$ cat config.mk
export PLATFORM = sky130hd
export DESIGN_NAME = dual_slope_ctrl
export DESIGN_NICKNAME = d
export VERILOG_FILES = /design/src/rtl/dual_slope_ctrl.sv
export SDC_FILE = /design/constraint.sdc
export NUM_CORES = 1
export LEC_CHECK = 0
export BUFFER_PORTS_ARGS = -buffer_cell sky130_fd_sc_hd__buf_4
export CORE_MARGIN = 5
export CORE_UTILIZATION = 50
export CTS_BUF_LIST = sky130_fd_sc_hd__clkbuf_8
export CTS_CLUSTER_DIAMETER = 200
export DETAILED_ROUTE_END_ITERATION = 10
export HOLD_SLACK_MARGIN = 0.05
export PLACE_DENSITY = 0.7
export SYNTH_ARGS = -nofsm -noshare
export SYNTH_HDL_FRONTEND = slang
export SYNTH_SLANG_ARGS = --single-unit
$ cat constraint.sdc
create_clock -name clk_i -period 3.45 [get_ports clk_i]
set_clock_uncertainty 0.05 [all_clocks]
set_input_delay 0.5175 -clock clk_i [delete_from_list [all_inputs] [get_ports clk_i]]
set_output_delay 0.5175 -clock clk_i [all_outputs]
set_load 0.03 [all_outputs]
$ cat src/rtl/dual_slope_ctrl.sv
// Dual-slope conversion sequencer.
//
// Runs reset -> auto-zero -> wait for reference -> fixed integrate -> timed deintegrate
// and reports a signed count, an overrange flag and an autorange update.
//
// Ports:
//   clk_i, rst_i        clock, synchronous active-high reset
//   start_i             conversion request, only honoured in IDLE
//   abort_i             cancel the running conversion and restart from RESET
//   comp_i              comparator (1: Vint >= 0), asynchronous
//   sat_hi_i, sat_lo_i  integrator saturated at the +/- rail
//   ref_ok_i            reference settled
//   afe_sel_o           AFE input select: 00 AZ, 01 VIN, 10 +VREF, 11 -VREF
//   ref_sign_o          deintegrate polarity (1: -VREF)
//   afe_reset_o         integrator discharge
//   range_sel_o         autorange code
//   busy_o, done_o      not-idle flag, one-cycle result strobe
//   result_o            deintegrate count (all-ones on overrange)
//   result_neg_o        input polarity (1: negative)
//   overrange_o         last result was overrange
//
// The phase counter is CNT_W wide and is shared by every timed phase, so RST_CYC, T_AZ,
// T_INT and DEINT_MAX must all fit in CNT_W bits.
module dual_slope_ctrl #(
  parameter int unsigned CNT_W     = 16,
  parameter int unsigned RST_CYC   = 4,
  parameter int unsigned T_AZ      = 64,
  parameter int unsigned T_INT     = 1000,
  parameter int unsigned DEINT_MAX = 2000,
  parameter int unsigned UNDER_TH  = 180
) (
  input  logic             clk_i,
  input  logic             rst_i,
  input  logic             start_i,
  input  logic             abort_i,
  input  logic             comp_i,
  input  logic             sat_hi_i,
  input  logic             sat_lo_i,
  input  logic             ref_ok_i,
  output logic [1:0]       afe_sel_o,
  output logic             ref_sign_o,
  output logic             afe_reset_o,
  output logic [2:0]       range_sel_o,
  output logic             busy_o,
  output logic             done_o,
  output logic [CNT_W-1:0] result_o,
  output logic             result_neg_o,
  output logic             overrange_o
);

  typedef enum logic [2:0] {
    StIdle, StReset, StAz, StWaitRef, StInteg, StDeint, StDone
  } state_e;

  localparam logic [CNT_W-1:0] RstLast  = CNT_W'(RST_CYC - 1);
  localparam logic [CNT_W-1:0] AzLast   = CNT_W'(T_AZ - 1);
  localparam logic [CNT_W-1:0] IntLast  = CNT_W'(T_INT - 1);
  localparam logic [CNT_W-1:0] DeintMax = CNT_W'(DEINT_MAX);
  localparam logic [CNT_W-1:0] UnderTh  = CNT_W'(UNDER_TH);

  state_e           state_q;
  logic [CNT_W-1:0] cnt_q;
  logic [CNT_W-1:0] cnt_inc;
  logic [1:0]       comp_sync_q, sat_hi_sync_q, sat_lo_sync_q, ref_ok_sync_q;
  logic             pol_q;       // comparator level captured at the end of INTEG
  logic             sat_seen_q;  // saturation observed during the current INTEG
  logic             ovr_q;       // overrange verdict of the current conversion

  logic [1:0]       afe_sel_q;
  logic             ref_sign_q, afe_reset_q, busy_q, done_q, result_neg_q, overrange_q;
  logic [2:0]       range_sel_q;
  logic [CNT_W-1:0] result_q;

  logic comp_s, sat_now, ref_ok_s, abort_hit;

  assign comp_s   = comp_sync_q[1];
  assign ref_ok_s = ref_ok_sync_q[1];
  assign sat_now  = sat_hi_sync_q[1] | sat_lo_sync_q[1];
  assign cnt_inc  = cnt_q + CNT_W'(1);
  // RESET is not restarted by abort, and DONE has already committed its result.
  assign abort_hit = abort_i && (state_q != StIdle) && (state_q != StReset)
                     && (state_q != StDone);

  always_ff @(posedge clk_i) begin
    if (rst_i) begin
      comp_sync_q   <= 2'b00;
      sat_hi_sync_q <= 2'b00;
      sat_lo_sync_q <= 2'b00;
      ref_ok_sync_q <= 2'b00;
      state_q       <= StIdle;
      cnt_q         <= '0;
      pol_q         <= 1'b0;
      sat_seen_q    <= 1'b0;
      ovr_q         <= 1'b0;
      afe_sel_q     <= 2'b00;
      ref_sign_q    <= 1'b0;
      afe_reset_q   <= 1'b0;
      range_sel_q   <= 3'd7;
      busy_q        <= 1'b0;
      done_q        <= 1'b0;
      result_q      <= '0;
      result_neg_q  <= 1'b0;
      overrange_q   <= 1'b0;
    end else begin
      comp_sync_q   <= {comp_sync_q[0], comp_i};
      sat_hi_sync_q <= {sat_hi_sync_q[0], sat_hi_i};
      sat_lo_sync_q <= {sat_lo_sync_q[0], sat_lo_i};
      ref_ok_sync_q <= {ref_ok_sync_q[0], ref_ok_i};
      done_q        <= 1'b0;

      if (abort_hit) begin
        state_q     <= StReset;
        cnt_q       <= '0;
        afe_reset_q <= 1'b1;
        afe_sel_q   <= 2'b00;
      end else begin
        unique case (state_q)
          StIdle: begin
            if (start_i) begin
              state_q     <= StReset;
              cnt_q       <= '0;
              afe_reset_q <= 1'b1;
              afe_sel_q   <= 2'b00;
              busy_q      <= 1'b1;
            end
          end
          StReset: begin
            if (cnt_q == RstLast) begin
              state_q     <= StAz;
              cnt_q       <= '0;
              afe_reset_q <= 1'b0;
            end else begin
              cnt_q <= cnt_inc;
            end
          end
          StAz: begin
            if (cnt_q == AzLast) begin
              state_q <= StWaitRef;
              cnt_q   <= '0;
            end else begin
              cnt_q <= cnt_inc;
            end
          end
          StWaitRef: begin
            if (ref_ok_s) begin
              state_q    <= StInteg;
              cnt_q      <= '0;
              afe_sel_q  <= 2'b01;
              sat_seen_q <= 1'b0;
            end
          end
          StInteg: begin
            if (sat_now) sat_seen_q <= 1'b1;
            if (cnt_q == IntLast) begin
              // Deintegrate against the reference opposite to the integrated sign.
              pol_q      <= comp_s;
              ref_sign_q <= comp_s;
              cnt_q      <= '0;
              if (sat_seen_q || sat_now) begin
                state_q   <= StDone;
                ovr_q     <= 1'b1;
                afe_sel_q <= 2'b00;
              end else begin
                state_q   <= StDeint;
                ovr_q     <= 1'b0;
                afe_sel_q <= {1'b1, comp_s};
              end
            end else begin
              cnt_q <= cnt_inc;
            end
          end
          StDeint: begin
            // cnt_inc is the number of DEINT cycles including this one; it becomes the result.
            cnt_q <= cnt_inc;
            if (cnt_inc == DeintMax) begin
              state_q   <= StDone;
              ovr_q     <= 1'b1;
              afe_sel_q <= 2'b00;
            end else if (comp_s != pol_q) begin
              state_q   <= StDone;
              ovr_q     <= 1'b0;
              afe_sel_q <= 2'b00;
            end
          end
          StDone: begin
            state_q      <= StIdle;
            busy_q       <= 1'b0;
            done_q       <= 1'b1;
            result_q     <= ovr_q ? '1 : cnt_q;
            result_neg_q <= ~pol_q;
            overrange_q  <= ovr_q;
            if (ovr_q) begin
              if (range_sel_q != 3'd7) range_sel_q <= range_sel_q + 3'd1;
            end else if ((cnt_q < UnderTh) && (range_sel_q != 3'd0)) begin
              range_sel_q <= range_sel_q - 3'd1;
            end
          end
          default: state_q <= StIdle;
        endcase
      end
    end
  end

  assign afe_sel_o    = afe_sel_q;
  assign ref_sign_o   = ref_sign_q;
  assign afe_reset_o  = afe_reset_q;
  assign range_sel_o  = range_sel_q;
  assign busy_o       = busy_q;
  assign done_o       = done_q;
  assign result_o     = result_q;
  assign result_neg_o = result_neg_q;
  assign overrange_o  = overrange_q;

endmodule

==> metrics.csv, run 1 <==
stage,metric,value,unit
clock_network,clk buf depth,2,
clock_network,clk sinks,56,
timing,final period utilization,0.8512,
routing,# DRC,0,
global_routing,initial antenna violation count,0,
placement,Post-DP HPWL,5575,microns
die,DIE WIDTH,86.79,microns
timing,upper clock frequency limit,340.5,MHz
routing,WL/cell,16.49,microns
clock_network,clk slew on worst S/H paths,0.11,ns
worst_setup_path,CP startpoint kind,flop,
global_routing,total track usage,0.2153,
clock_network,Clock Latency Late Sink,0.31,ns
cells_and_area,Area Overhead vs Synth,12.22,%
routing,drt initial violations,191,
worst_setup_path,worst path required time,3.60,ns
global_routing,global-route wire length before repair,13190,microns
power,VDD IR max,0.2730,mV
cells_and_area,most frequent cells in the layout,"56 x dfxtp_1, 48 x nor2_1, 41 x nor3_1",
timing,Rel. slew slack,0.5242,
routing,final wirelength,7733,microns
placement,placed cell count,461,
cells_and_area,Antenna Diode Count,0,
cells_and_area,fin nets,404,
logic_synthesis,sequential fraction of the synthesis area,0.3803,
clock_network,CTS tree,yes,
die,Core Box Area,5816,sq um
timing,RSZ-0062 raised after global routing,no,
cells_and_area,"commonest non-fill, non-tap cell in the layout",dfxtp_1,
timing,measured slew at the worst slew-check pin,0.7083,ns
die,die height,86.79,microns
clock_network,clock root cell,clkbuf_8,
status,run status,completed,
cells_and_area,Post-Layout Cell Count,469,
logic_synthesis,synthesis-stage register bit count,56,
worst_setup_path,critical path peak fanout,16,
global_routing,GRT overflow,0,
die,starting density of the core,0.5069,
timing,final setup fails,0,
global_routing,largest net degree at the start of global routing,34,
timing,Pins Over Slew Limit,0,
timing,fin crit period,2.937,ns
routing,TritonRoute pass-1 iters,4,
min_path,hold_sp,sat_lo_i,
clock_network,H-tree levels,2,
worst_setup_path,Crit. Startpoint,cnt_q[10],
worst_setup_path,R2R Path Start,cnt_q[10],
logic_synthesis,number of flops mapped to enable cells by yosys,0,
die,I/O pin count,35,
routing,total number of vias,2836,
logic_synthesis,post-synth cell types,61,
clock_network,cts repair resizes,0,
worst_setup_path,critical path class,reg -> reg,
power,Lkg Pwr,1.223,nW
clock_network,CTS buffer count,5,
worst_setup_path,crit path DAT,3.09,ns
power,Pwr Density,479.6,nW/um^2
routing,remaining antenna violation count after routing,0,
die,row cnt,28,
clock_network,"Setup Fix Bufs, Post-CTS",0,
global_routing,vias in the first global route,2681,
flow_run,Max-cap violations,0,
logic_synthesis,Synthesis Warnings,0,
logic_synthesis,Mapped Cells,378,
routing,vias per inst,6.047,
placement,dpl ws,0.5944,ns
cells_and_area,fin util,0.5688,
die,die footprint,7532,sq um
logic_synthesis,dominant register cell in the synthesized netlist,dfxtp_1,
power,Tot Pwr,1.587,mW
logic_synthesis,Post-synth ARST share,0,
clock_network,CTS Hold Buffers Added,0,
logic_synthesis,Syn Nets,389,
placement,port buffer count,34,
cells_and_area,share of layout cells above drive strength 1,0.1396,
worst_setup_path,critical path endpoint category,flop,
timing,final worst setup slack,0.5135,ns
placement,GP Congestion,0.9718,
min_path,Worst Hold Class,in -> reg,
timing,post-route setup TNS,0,ns
timing,final hold viol count,0,
logic_synthesis,"Avg Cell Area, Syn",7.798,sq um
logic_synthesis,Synth Cell Area,2948,sq um
==> synth_stat cells (all sizes together) (3+ instances only) <==
cell type	number	area share
nand2b	4	0.0085
dfxtp	56	0.38
nor4	4	0.0085
and3	3	0.0064
and4	3	0.0089
o22ai	4	0.0085
a31oi	5	0.011
nand2	21	0.027
or3	4	0.0085
nor2	48	0.061
inv	10	0.013
a211oi	4	0.010
xnor2	4	0.012
clkbuf	26	0.033
or4	4	0.013
a311oi	7	0.021
nand3b	3	0.0076
nor3	41	0.070
mux2i	3	0.010
buf	6	0.017
o31ai	4	0.010
o21ai	18	0.031
nor2b	11	0.023
nand3	13	0.022
nand4	6	0.013
a21oi	27	0.046
==> cells by family (layout without fill, tap and decap cells) <==
family,Yosys count,count (layout),share of synthesized area
adder cells (fa/ha/maj),3,3,0.01528
flip-flops,56,56,0.3803
AND/OR/NAND/NOR,176,176,0.3081
XOR/XNOR,6,6,0.01783
AO/OA/AOI/OAI,92,92,0.2050
buffers and inverters,42,58,0.06324
multiplexers,3,3,0.01019
==> flip-flops by register name, summed over array words and instances (netlist names) <==
signal / cells
ovr_q: 1
result_o: 16
sat_seen_q: 1
afe_sel_o: 2
state_q: 3
range_sel_o: 3
result_neg_o: 1
sat_lo_sync_q: 2
ref_ok_sync_q: 2
cnt_q: 16
done_o: 1
busy_o: 1
afe_reset_o: 1
ref_sign_o: 1
comp_sync_q: 2
sat_hi_sync_q: 2
overrange_o: 1
==> worst paths after layout <==
path	end	cells past startpoint	slack, ns
max	cnt_q[12]	7	0.51
min	sat_lo_sync_q[0]	2	0.36
max reg2reg	cnt_q[12]	7	0.51
min reg2reg	comp_sync_q[1]	1	0.40
==> layer usage <==
layer / track usage / routed length [microns] / share of wire / up-vias
met3: 0.04183 / 482 / 0.062 / 14
met1: 0.2966 / 3487 / 0.45 / 1316
met5: 0 / 0 / 0 / -
li1: - / - / - / 1402
met2: 0.3444 / 3620 / 0.47 / 104
met4: 0.05666 / 143 / 0.018 / 0
==> power breakdown <==
| group | switching [mW] | internal, mW | total, mW |
|---|---|---|---|
| logic | 0.247 | 0.163 | 0.410 |
| registers | 0.0598 | 0.674 | 0.734 |
| clock network | 0.223 | 0.220 | 0.443 |
| total | 0.530 | 1.06 | 1.59 |
==> worst max-delay path: stages (launching register included) <==
cell and delay, ns:
dfxtp_1 0.39, or4_4 0.57, nor4b_2 0.46, a311oi_1 0.22, or3_1 0.65, a21o_1 0.26, a21oi_1 0.16, nor2_1 0.06
==> per-stage QoR <==
stage,hold slack [ns],instance area [sq um]
2_1_floorplan,0.3638,2948
3_3_place_gp,0.3678,3193
3_5_place_dp,0.3787,3193
4_1_cts,0.3492,3308
5_1_grt,0.3455,3308
6_report,0.3565,3308
==> layout make-up <==
type	instances	area, sq um
multi-input combinational	280	1640
inverter	10	37.54
timing repair buffer	40	300.3
clock inverter	3	46.29
sequential	56	1121
fill	569	2507
clock buffer	5	68.82
tap	75	93.84
No activity file was read; power rests on OpenSTA's default activity.
==> inputs of run 2 (changes only) <==
==> config.mk (replaced) <==
export PLATFORM = sky130hd
export DESIGN_NAME = dual_slope_ctrl
export DESIGN_NICKNAME = d
export VERILOG_FILES = /design/src/rtl/dual_slope_ctrl.sv
export SDC_FILE = /design/constraint.sdc
export NUM_CORES = 1
export LEC_CHECK = 0
export CORE_MARGIN = 5
export CORE_UTILIZATION = 50
export CTS_BUF_LIST = sky130_fd_sc_hd__clkbuf_8
export CTS_CLUSTER_DIAMETER = 200
export DETAILED_ROUTE_END_ITERATION = 10
export DONT_BUFFER_PORTS = 1
export HOLD_SLACK_MARGIN = 0.05
export PLACE_DENSITY = 0.65
export SYNTH_ARGS = -nofsm -noshare
export SYNTH_HDL_FRONTEND = slang
export SYNTH_SLANG_ARGS = --single-unit
==> metrics.csv, run 2 (same netlist as run 1, synthesis figures left out) <==
stage,metric,value,unit,change
status,run status,completed,,unchanged
routing,# DRC,0,,unchanged
global_routing,global-route wire length before repair,13130,microns,was 13190 microns
cells_and_area,fin util,0.5243,,was 0.5688
die,Core Box Area,5816,sq um,unchanged
clock_network,H-tree levels,2,,unchanged
die,starting density of the core,0.5069,,unchanged
power,combinational power share,0.255,,was 0.258
worst_setup_path,critical path endpoint category,flop,,unchanged
worst_setup_path,CP top delay family,simple AND/OR/NAND/NOR gates,,unchanged
die,die height,86.79,microns,unchanged
flow_run,Max-cap violations,0,,unchanged
power,clock power share,0.248,,was 0.279
clock_network,cts repair resizes,0,,unchanged
routing,vias per inst,6.228,,was 6.047
placement,placed cell count,430,,was 461
worst_setup_path,crit path DAT,3.07,ns,was 3.09 ns
clock_network,CTS buffer count,5,,unchanged
global_routing,vias in the first global route,2582,,was 2681
power,Pwr Density,485.1,nW/um^2,was 479.6 nW/um^2
clock_network,CTS Hold Buffers Added,0,,unchanged
worst_setup_path,CP Buf/Inv Count,0,,unchanged
timing,Rel. slew slack,0.3170,,was 0.5242
routing,total number of vias,2728,,was 2836
cells_and_area,most frequent cells in the layout,"56 x dfxtp_1, 48 x nor2_1, 41 x nor3_1",,unchanged
min_path,Worst Hold Class,in -> reg,,unchanged
timing,RSZ-0062 raised after global routing,no,,unchanged
die,DIE WIDTH,86.79,microns,unchanged
timing,final period utilization,0.8464,,was 0.8512
routing,remaining antenna violation count after routing,0,,unchanged
timing,post-route setup TNS,0,ns,unchanged
cells_and_area,"commonest non-fill, non-tap cell in the layout",dfxtp_1,,unchanged
power,part of the power in registers,0.497,,was 0.462
worst_setup_path,CP startpoint kind,flop,,unchanged
power,Switch Pwr,518.4,uW,was 530.0 uW
worst_setup_path,worst path required time,3.60,ns,about the same
routing,TritonRoute pass-1 iters,4,,unchanged
clock_network,"Setup Fix Bufs, Post-CTS",0,,unchanged
routing,WL/cell,18.04,microns,was 16.49 microns
power,VDD IR max,0.2238,mV,was 0.2730 mV
clock_network,clk buf depth,2,,unchanged
power,Lkg Pwr,1.050,nW,was 1.223 nW
clock_network,clk slew on worst S/H paths,0.10,ns,was 0.11 ns
global_routing,total track usage,0.2190,,was 0.2153
timing,final hold viol count,0,,unchanged
placement,GP Congestion,0.8649,,was 0.9718
worst_setup_path,"Cell Chain, Critical Path","or4b_1, or4_4, o21a_1, or3_1, a21o_1, a21oi_1, nor2_1",,"was or4_4, nor4b_2, a311oi_1, or3_1, a21o_1, a21oi_1, nor2_1"
power,cell-internal power,960.9,uW,was 1.057 mW
cells_and_area,Area Overhead vs Synth,3.438,%,was 12.22%
routing,drt initial violations,204,,was 191
placement,Post-DP HPWL,5610,microns,was 5575 microns
clock_network,Clock Latency Late Sink,0.32,ns,was 0.31 ns
worst_setup_path,critical path class,reg -> reg,,unchanged
power,Sw Ratio,0.3504,,was 0.3340
routing,final wirelength,7900,microns,was 7733 microns
timing,final setup fails,0,,unchanged
placement,port buffer count,0,,was 34
worst_setup_path,critical path peak fanout,16,,unchanged
global_routing,largest net degree at the start of global routing,34,,unchanged
clock_network,clk sinks,56,,unchanged
timing,fin crit period,2.920,ns,was 2.937 ns
worst_setup_path,CP max stage delay,0.59,ns,was 0.65 ns
timing,Pins Over Slew Limit,0,,unchanged
cells_and_area,fin nets,373,,was 404
global_routing,initial antenna violation count,0,,unchanged
global_routing,GRT overflow,0,,unchanged
die,I/O pin count,35,,unchanged
timing,upper clock frequency limit,342.4,MHz,was 340.5 MHz
clock_network,CTS tree,yes,,unchanged
cells_and_area,Post-Layout Cell Count,438,,was 469
die,row cnt,28,,unchanged
cells_and_area,Antenna Diode Count,0,,unchanged
worst_setup_path,Critical Path Slowest Stage Cell,or4b_1,,was or3_1
cells_and_area,share of layout cells above drive strength 1,0.06336,,was 0.1396
die,die footprint,7532,sq um,unchanged
clock_network,clock root cell,clkbuf_8,,unchanged
timing,measured slew at the worst slew-check pin,1.016,ns,was 0.7083 ns
power,Tot Pwr,1.479,mW,was 1.587 mW
timing,worst hold slack,0.2075,ns,was 0.3565 ns
==> run 2: final timing paths <==
kind / startpoint / to / slack [ns] / cells past startpoint
worst max-delay path: cnt_q[3] / cnt_q[7] / 0.53 / 7
worst max register to register: cnt_q[3] / cnt_q[7] / 0.53 / 7
worst min-delay path: rst_i / busy_o / 0.21 / 1
worst min register to register: ref_ok_sync_q[0] / ref_ok_sync_q[1] / 0.40 / 1
==> run 2: routing by layer <==
metal / GRT usage / wire (microns)
met1: 0.3029 / 3454
met2: 0.3382 / 3771
met3: 0.04087 / 510
met4: 0.08215 / 163
met5: 0 / 0
==> run 2: layout make-up <==
type	instances	area, sq um
clock buffer	5	68.82
inverter	10	37.54
sequential	56	1121
clock inverter	3	20.02
multi-input combinational	280	1640
fill	581	2766
tap	75	93.84
timing repair buffer	9	67.56
==> run 2: power by group through the flow <==
stage / combinational, mW / sequential, mW / clock [mW]
2_1_floorplan: 0.344 / 0.720 / 0
3_3_place_gp: 0.370 / 0.749 / 0
6_report: 0.378 / 0.735 / 0.366
5_1_grt: 0.423 / 0.740 / 0.402
3_5_place_dp: 0.373 / 0.750 / 0
4_1_cts: 0.376 / 0.735 / 0.376
==> run 2: through the flow <==
stage	worst slack (ns)	area, sq um
after global placement	0.6075	2960
after global routing	0.3747	3049
after CTS	0.5442	3049
after floorplan	0.8391	2948
after detailed placement	0.5773	2960
final	0.5298	3049
==> run 2: worst register-to-register path: stages (launching register included) <==
cell and delay [ns]:
dfxtp_1 0.48, or4b_1 0.59, or4_4 0.50, o21a_1 0.20, or3_1 0.56, a21o_1 0.25, a21oi_1 0.14, nor2_1 0.05
